==> config.mk <==
export PLATFORM = sky130hd
export DESIGN_NAME = imem_loader
export DESIGN_NICKNAME = d
export VERILOG_FILES = /design/src/rtl/cpu_pkg.sv /design/src/rtl/imem_loader.sv
export SDC_FILE = /design/constraint.sdc
export NUM_CORES = 1
export LEC_CHECK = 0
export CORE_MARGIN = 4
export CORE_UTILIZATION = 35
export DETAILED_ROUTE_END_ITERATION = 8
export PLACE_DENSITY = 0.67
export SLEW_MARGIN = 30
export SYNTH_ARGS = -nofsm -noshare
export SYNTH_HDL_FRONTEND = slang
export SYNTH_SLANG_ARGS = --single-unit
==> constraint.sdc <==
create_clock -name clk -period 2.1 [get_ports clk]
set_input_delay 0.42 -clock clk [delete_from_list [all_inputs] [get_ports clk]]
set_output_delay 0.42 -clock clk [all_outputs]
set_load 0.005 [all_outputs]
==> src/rtl/cpu_pkg.sv <==
`default_nettype none
// ============================================================================
// Module      : cpu_pkg
// Description : Shared CPU definitions: instruction width, halt opcode and
//               the instruction-memory loader state encoding.
// Revision    : 1.0 - initial release
// ============================================================================
package cpu_pkg;

  localparam int INSTR_WIDTH = 16;

  // Halt instruction; the loader uses the same value as its end-of-program mark.
  localparam logic [INSTR_WIDTH-1:0] HALT_INSTR = 16'hFFFF;

  typedef enum logic [2:0] {
    LD_IDLE  = 3'd0,
    LD_HI    = 3'd1,
    LD_LO    = 3'd2,
    LD_WRITE = 3'd3,
    LD_DONE  = 3'd4,
    LD_ERR   = 3'd5
  } loader_state_t;

endpackage
`default_nettype wire

==> src/rtl/imem_loader.sv <==
`default_nettype none
// ============================================================================
// Module      : imem_loader
// Description : Fills instruction memory from a byte stream. Big-endian byte
//               pairs become 16-bit words written to sequential addresses
//               from 0; the CPU is held until the terminator word is written.
// Revision    : 1.0 - initial release
// ============================================================================
module imem_loader
  import cpu_pkg::*;
#(
  parameter int                     ADDR_WIDTH = 8,
  parameter int                     DEPTH      = 256,
  parameter logic [INSTR_WIDTH-1:0] TERMINATOR = HALT_INSTR
) (
  input  logic                   clk,
  input  logic                   reset,
  input  logic                   start,
  input  logic                   in_valid,
  input  logic [7:0]             in_data,
  output logic                   in_ready,
  output logic                   imem_we,
  output logic [ADDR_WIDTH-1:0]  imem_addr,
  output logic [INSTR_WIDTH-1:0] imem_wdata,
  output logic                   cpu_hold,
  output logic                   done,
  output logic                   error,
  output logic [ADDR_WIDTH:0]    word_count
);

  localparam logic [ADDR_WIDTH-1:0] LAST_ADDR = ADDR_WIDTH'(DEPTH - 1);
  localparam logic [ADDR_WIDTH:0]   ONE_WORD  = (ADDR_WIDTH + 1)'(1);

  loader_state_t state;

  // Load sequencer; every output is registered and derived from the next state,
  // so in_ready has no combinational dependency on in_valid.
  always_ff @(posedge clk) begin
    if (reset) begin
      state      <= LD_IDLE;
      in_ready   <= 1'b0;
      imem_we    <= 1'b0;
      imem_addr  <= '0;
      imem_wdata <= '0;
      cpu_hold   <= 1'b1;
      done       <= 1'b0;
      error      <= 1'b0;
      word_count <= '0;
    end else begin
      imem_we <= 1'b0;
      case (state)
        LD_IDLE: begin
          if (start) begin
            state      <= LD_HI;
            in_ready   <= 1'b1;
            imem_addr  <= '0;
            word_count <= '0;
          end
        end
        LD_HI: begin
          if (in_valid && in_ready) begin
            imem_wdata[15:8] <= in_data;
            state            <= LD_LO;
          end
        end
        LD_LO: begin
          // Low byte completes the word: write it in the very next cycle.
          if (in_valid && in_ready) begin
            imem_wdata[7:0] <= in_data;
            in_ready        <= 1'b0;
            imem_we         <= 1'b1;
            word_count      <= word_count + ONE_WORD;
            state           <= LD_WRITE;
          end
        end
        LD_WRITE: begin
          if (imem_wdata == TERMINATOR) begin
            state    <= LD_DONE;
            done     <= 1'b1;
            cpu_hold <= 1'b0;
          end else if (imem_addr == LAST_ADDR) begin
            state <= LD_ERR;
            error <= 1'b1;
          end else begin
            imem_addr <= imem_addr + 1'b1;
            in_ready  <= 1'b1;
            state     <= LD_HI;
          end
        end
        LD_DONE, LD_ERR: begin
          if (start) begin
            state      <= LD_HI;
            done       <= 1'b0;
            error      <= 1'b0;
            cpu_hold   <= 1'b1;
            in_ready   <= 1'b1;
            imem_addr  <= '0;
            word_count <= '0;
          end
        end
        default: begin
          state    <= LD_IDLE;
          in_ready <= 1'b0;
          cpu_hold <= 1'b1;
          done     <= 1'b0;
          error    <= 1'b0;
        end
      endcase
    end
  end

endmodule
`default_nettype wire
==> impl_results.md <==
- Reg2Reg Capture Point: imem_addr[6]$_SDFFE_PP0P_
- Top cell type's share of synthesized area: 0.439
- GRT Overall Usage: 0.162
- Pleak: 0.923 nW
- FF-to-FF Start: state[1]$_SDFFE_PP0P_
- CTS clk-pin slew, worst paths: 0.08 ns
- Worst Path Arrival: ~2.0 ns
- CTS tree: yes
- Clk sinks: 41
- Largest net degree at the start of global routing: 19
- Fillers: roughly 540
- Mapped Nets: between 200 and 250
- Initial antenna violation count: 0
- Most frequent cells in the layout: 49 x clkdlybuf4s50_1, 41 x dfxtp_1, 33 x nand2_1
- CTS Root Cell: clkbuf_8
- Worst Max-Slew Pin Slew: a little over 0.5 ns
- Final setup violation count: 0
- Via-per-instance ratio: about 5.2
- Die H: between 80 and 90 um
- Die Area: approximately 6600 um2
- Clock power frac: 0.382
- DRC viols: 0
- Final-report hold violation count: 0
- Fmax achieved: ~0.57 GHz
- R2R setup slack: 0.35 ns
- Nets: 292
- Vias in the first global route: 1788
- Ant diodes: 0
- Remaining global-route overflow: 0
- Final min period: 1.75 ns
- Clk_lat worst skew: a little under 0.3 ns
- Syn Area/Cell: between 8 and 9 um2
- Setup TNS: 0 ns
- Dpl ws: between 0.1 and 0.15 ns
- Synth area leaders: dfxtp_1 44%, a21oi_1 7.0%, nand2_1 6.6%
- Number of synthesized flops with an enable pin: 0
- Row count: 26
- Vias: around 1800
- Final Max Tran Viols: 0
- Status: finished clean
- RSZ-0062 raised after global routing: false
- Core box area: 5140 um2
- Int Pwr: 1.14 mW
- Total setup buffers inserted after CTS: 0
- Area leader, netlist: dfxtp_1
- CTS Hold Bufs: 0
- Port Buffers: just under 50
- IO Pins: 50
- CTS resizes: 0
- Die width: ~81 um
- Final setup margin: 0.348 ns
- CTS Buffer Depth: 2
- Routed wire length: between 4000 and 5000 um
- Hold Path Stages: 2
- WS Path Type: reg2reg
- Commonest non-fill, non-tap cell in the layout: clkdlybuf4s50_1
- Routed WL per cell: about 14 um
- Layout overhead on the synthesized area: 37.9%
- Critical path endpoint category: register
- Sw power: around 0.35 mW
- Critical Path Start: state[1]$_SDFFE_PP0P_
- Max Cap Viol: 0
- Antenna-violating nets left: 0
- Post-synthesis sequential area ratio: 0.439
- Critical path data required time: roughly 2.3 ns
- Reg2Reg Depth: 4
- Sw Ratio: 0.237
- Total CTS buffers: 5
- Min-delay worst type: reg2reg
- Final period util: 0.834
- Worst Path Max Fanout: 13
- Comb pwr share: 0.085
- Library cells used by synthesis: 49
- #FFs+latches synth: slightly above 40
- Setup crit end: imem_addr[6]$_SDFFE_PP0P_
- Initial Utilization: 0.363
- Synth Flop Type: dfxtp_1
- Worst slew margin: 0.655
- Post-Syn Instances: between 200 and 250
- Power per Cell Area: between 500 and 600 nW/um2
- Global-route wire length before repair: 8300 um
- Pre-antenna DRT Iters: 4
- H-tree levels: 2
- Detailed Place HPWL: about 3500 um
- GPL Wtd Cong: 0.800
- Final clock skew: ~0.0074 ns
- Peak supply drop: roughly 0.36 mV
- Worst setup SP type: register
- Starting DRT DRC Count: 75
- Ys async rst share: 0
- Post-Syn Area: 1870 um2
- Sequential share of power: 0.533
- Hold Startpoint: imem_wdata[2]$_SDFFE_PP0P_
- Synth warn: 0
- Fraction of layout cells with a size suffix above 1: 0.100
[critical path: stages (launching register included)]
cell      delay [ns]
dfxtp_1         0.64
nand2b_1        0.36
nand2b_1        0.15
or4_1           0.48
nand2_1         0.07
[cells by family after synthesis]
family / synth area share
and+or+nand+nor: 0.275
AOI/OAI and AO/OA: 0.203
DFF: 0.439
buffers and inverters: 0.0268
muxes: 0.0429
adders and majority gates: 0.0134
[state kept, by name (all words and copies together) (netlist names)]
name        cells
error           1
state           3
imem_addr       8
imem_wdata     16
imem_we         1
cpu_hold        1
in_ready        1
word_count      9
done            1
[layer usage]
layer  up-vias  routed length, um  share of wire  track usage
met5         -                  0              0            0
met4         0                 46         0.0095       0.0574
met3         5                338          0.070       0.0521
met2        57               2110           0.44        0.244
met1       827               2350           0.48        0.216
li1        914                  -              -            -
[Yosys cell counts (2+ instances only)]
library cell  instances
dfxtp_1              41
nand2_1              33
nor2_1               30
a21oi_1              26
mux2i_1               8
nand4_1               7
nand3_1               6
o21ai_0               6
clkbuf_1              5
a211oi_1              4
buf_2                 4
a31oi_1               3
nand2b_1              3
nor4_1                3
a311oi_1              2
and2_1                2
and3_1                2
ha_1                  2
nor3_1                2
nor3b_1               2
o21bai_1              2
o22ai_1               2
[area by class of cell]
class,count,area [um2],area share
repair buffers,59,566,0.220
flip-flops and latches,41,821,0.319
well taps,70,87.6,0.0340
clock buffers,7,96.3,0.0374
multi-input cells,170,997,0.387
inverters,1,3.75,0.00146
clock inverters,1,5.00,0.00194
[worst min path at each step]
stage | to | slack [ns]
after detailed placement | imem_wdata[2]$_SDFFE_PP0P_ | 0.46
after CTS | imem_wdata[2]$_SDFFE_PP0P_ | 0.48
final | imem_wdata[2]$_SDFFE_PP0P_ | 0.48
after floorplan | imem_wdata[2]$_SDFFE_PP0P_ | 0.47
after global routing | imem_wdata[3]$_SDFFE_PP0P_ | 0.51
after global placement | imem_wdata[2]$_SDFFE_PP0P_ | 0.46
[power groups by stage]
stage               combinational (mW)  sequential [mW]  clock [mW]
floorplan                       0.0730            0.811           0
global placement                 0.124            0.814           0
detailed placement               0.126            0.814           0
CTS                              0.127            0.796       0.590
global route                     0.142            0.798       0.633
finish                           0.127            0.796       0.572
[metrics by stage]
step | power (mW) | std cells | hold WS (ns) | util | instance area (um2)
final | 1.50 | 349 | 0.475 | 0.501 | 2580
after detailed placement | 0.940 | 341 | 0.464 | 0.482 | 2470
after floorplan | 0.884 | 222 | 0.465 | - | 1870
after global placement | 0.939 | 341 | 0.460 | 0.482 | 2470
after global routing | 1.57 | 349 | 0.513 | 0.501 | 2580
after CTS | 1.51 | 349 | 0.478 | 0.501 | 2580
No activity file was read; power rests on OpenSTA's default activity.
==> variant, RTL diff (same settings) <==
Register the output `word_count` once more, with the module's reset; this adds one clock of latency there. The other outputs are not delayed to match.
--- a/src/rtl/imem_loader.sv
+++ b/src/rtl/imem_loader.sv
@@ -31,6 +31,8 @@
   localparam logic [ADDR_WIDTH-1:0] LAST_ADDR = ADDR_WIDTH'(DEPTH - 1);
   localparam logic [ADDR_WIDTH:0]   ONE_WORD  = (ADDR_WIDTH + 1)'(1);
 
+  logic [ADDR_WIDTH:0] word_count_s0;
+
   loader_state_t state;
 
   // Load sequencer; every output is registered and derived from the next state,
@@ -45,7 +47,7 @@
       cpu_hold   <= 1'b1;
       done       <= 1'b0;
       error      <= 1'b0;
-      word_count <= '0;
+      word_count_s0 <= '0;
     end else begin
       imem_we <= 1'b0;
       case (state)
@@ -54,7 +56,7 @@
             state      <= LD_HI;
             in_ready   <= 1'b1;
             imem_addr  <= '0;
-            word_count <= '0;
+            word_count_s0 <= '0;
           end
         end
         LD_HI: begin
@@ -69,7 +71,7 @@
             imem_wdata[7:0] <= in_data;
             in_ready        <= 1'b0;
             imem_we         <= 1'b1;
-            word_count      <= word_count + ONE_WORD;
+            word_count_s0   <= word_count_s0 + ONE_WORD;
             state           <= LD_WRITE;
           end
         end
@@ -95,7 +97,7 @@
             cpu_hold   <= 1'b1;
             in_ready   <= 1'b1;
             imem_addr  <= '0;
-            word_count <= '0;
+            word_count_s0 <= '0;
           end
         end
         default: begin
@@ -109,5 +111,13 @@
     end
   end
 
+  always_ff @(posedge clk) begin
+    if (reset) begin
+      word_count <= '0;
+    end else begin
+      word_count <= word_count_s0;
+    end
+  end
+
 endmodule
 `default_nettype wire
Check against the original RTL: not equivalent (Yosys sat finds a counterexample within 4 cycles, from zero or initial values and one cycle with reset high).
==> variant against the unedited design <==
- worst setup slack got worse by 98 ps
- synthesized cell count rose by 10%
- first-iteration DRC count rose by 24%
- wire length rose by 3.8%
- maximum frequency fell by 5.3%
- clock skew fell by 1.1 ps
- cell area rose by 14%
- critical path depth rose by 2
- sequential share of layout area rose by 2.4 points
- sequential cell count rose by 9
- power rose by 20%
- area after synthesis rose by 15%
- highest routed layer unchanged
==> variant: results (changes against the unedited design) <==
synthesis:
  yosysSeqAreaShare_pct: 46.40  # was 43.94%
  yosys-top-cells-count: "dfxtp_1, nand2_1, a21oi_1"  # was dfxtp_1, nand2_1, nor2_1
  synth_cell_type_count: 43  # was 49
  syn_area_per_cell_um2: 8.804  # was 8.415 um2
placed_design:
  dp.cells: 372  # was 341
  dp_hpwl_um: 3664  # was 3491 um
power:
  p_int_uw: 1386  # was 1141 uW
  leakage_uw: 0.0009974  # was 0.0009227 uW
  irDropWorstVdd_uv: 245.5  # was 357.0 uV
global_routing:
  grt_usage_pct: 14.29  # was 16.16%
  grt_pass1_vias: 1808  # was 1,788
  grt_start_max_net_pins: 48  # was 19
setup_path:
  endpoint: "imem_addr[4]"  # was imem_addr[6]
  cp.arrival_ps: 2040  # was 1990 ps
  r2r_start: "state[0]"  # was state[1]
  setup.worst_path.start: "start"  # was state[1]
  r2r_setup_slack_ps: 260  # was 350 ps
  worst_r2r_path_depth: 6  # was 4
final_layout:
  fin_nets: 318  # was 292
  top_regs: "imem_wdata (16), word_count (9), word_count_s0 (9)"  # was imem_wdata (16), word_count (9), imem_addr (8)
outcome:
  status: "finished clean"  # unchanged
detailed_routing:
  route.met2.wl_um: 2422  # was 2112 um
  dr.first_iter.drc_count: 93  # was 75
  routed_wl_um: 5029  # was 4844 um
timing:
  post-route-period-util_pct: 88.09  # was 83.41%
variant: changes by cell type after synthesis, sizes merged, moves of 3 or more:
cell	delta
dfxtp	+9
inv	+4
nand3	-5
nand3b	+4
nor2	-4
nor2b	+11
nor3	+4
o21ai	+3
xor2	+5
variant: metrics by stage:
stage                     hold WS [ps]  utilization (%)  setup slack, ps  power (uW)  TNS (ps)
after detailed placement         454.9            47.18           -85.88        1140    -317.8
after global routing             499.4            49.10            89.86        1880         0
after floorplan                  435.1                -            385.2        1072         0
final                            468.9            49.10            250.1        1798         0
after global placement           447.8            47.18           -49.41        1138    -167.8
after CTS                        469.1            49.08            146.0        1829         0
variant: final cells by class:
cell class	count	area [um2]
Fill cell	593	3032
Sequential cell	50	1001
Clock inverter	3	43.79
Clock buffer	5	68.82
Tap cell	75	93.84
Timing Repair Buffer	64	615.6
Inverter	5	18.77
Multi-Input combinational cell	178	1082
variant: cell families (layout without fill, tap and decap cells):
kind of cell	count (synthesis)	after routing	share of synthesized area [%]
xor+xnor	6	6	2.436
buf+inv	17	77	3.480
simple gates	108	108	26.80
fa+ha+maj	2	2	1.160
flops	50	50	46.40
mux	8	8	3.712
compound gates	54	54	16.01
variant: per-layer routing:
metal / vias to the layer above / track usage [%]
li1: 969 / -
met1: 869 / 18.49
met2: 32 / 23.16
met3: 9 / 3.137
met4: 0 / 5.666
met5: - / 0
variant: power by group through the flow:
stage | Sequential (uW) | Combinational (uW) | Clock (uW)
floorplan | 987 | 84.3 | 0
global placement | 990 | 149 | 0
detailed placement | 990 | 150 | 0
CTS | 968 | 151 | 711
global route | 970 | 165 | 745
finish | 967 | 150 | 681
variant: how the worst min path moves through the flow:
stage / from / end / slack, ps
after floorplan: word_count_s0[8] / word_count_s0[8] / 440
after global placement: done / done / 450
after detailed placement: word_count_s0[8] / word_count_s0[8] / 450
final: done / done / 470
after CTS: word_count_s0[8] / word_count_s0[8] / 470
after global routing: done / done / 500
variant: critical path: stages:
cell and delay (ps):
clkdlybuf4s50_1 480, nor2_1 60, a311o_1 380, a211o_2 410, o21ai_0 190, a21oi_1 90
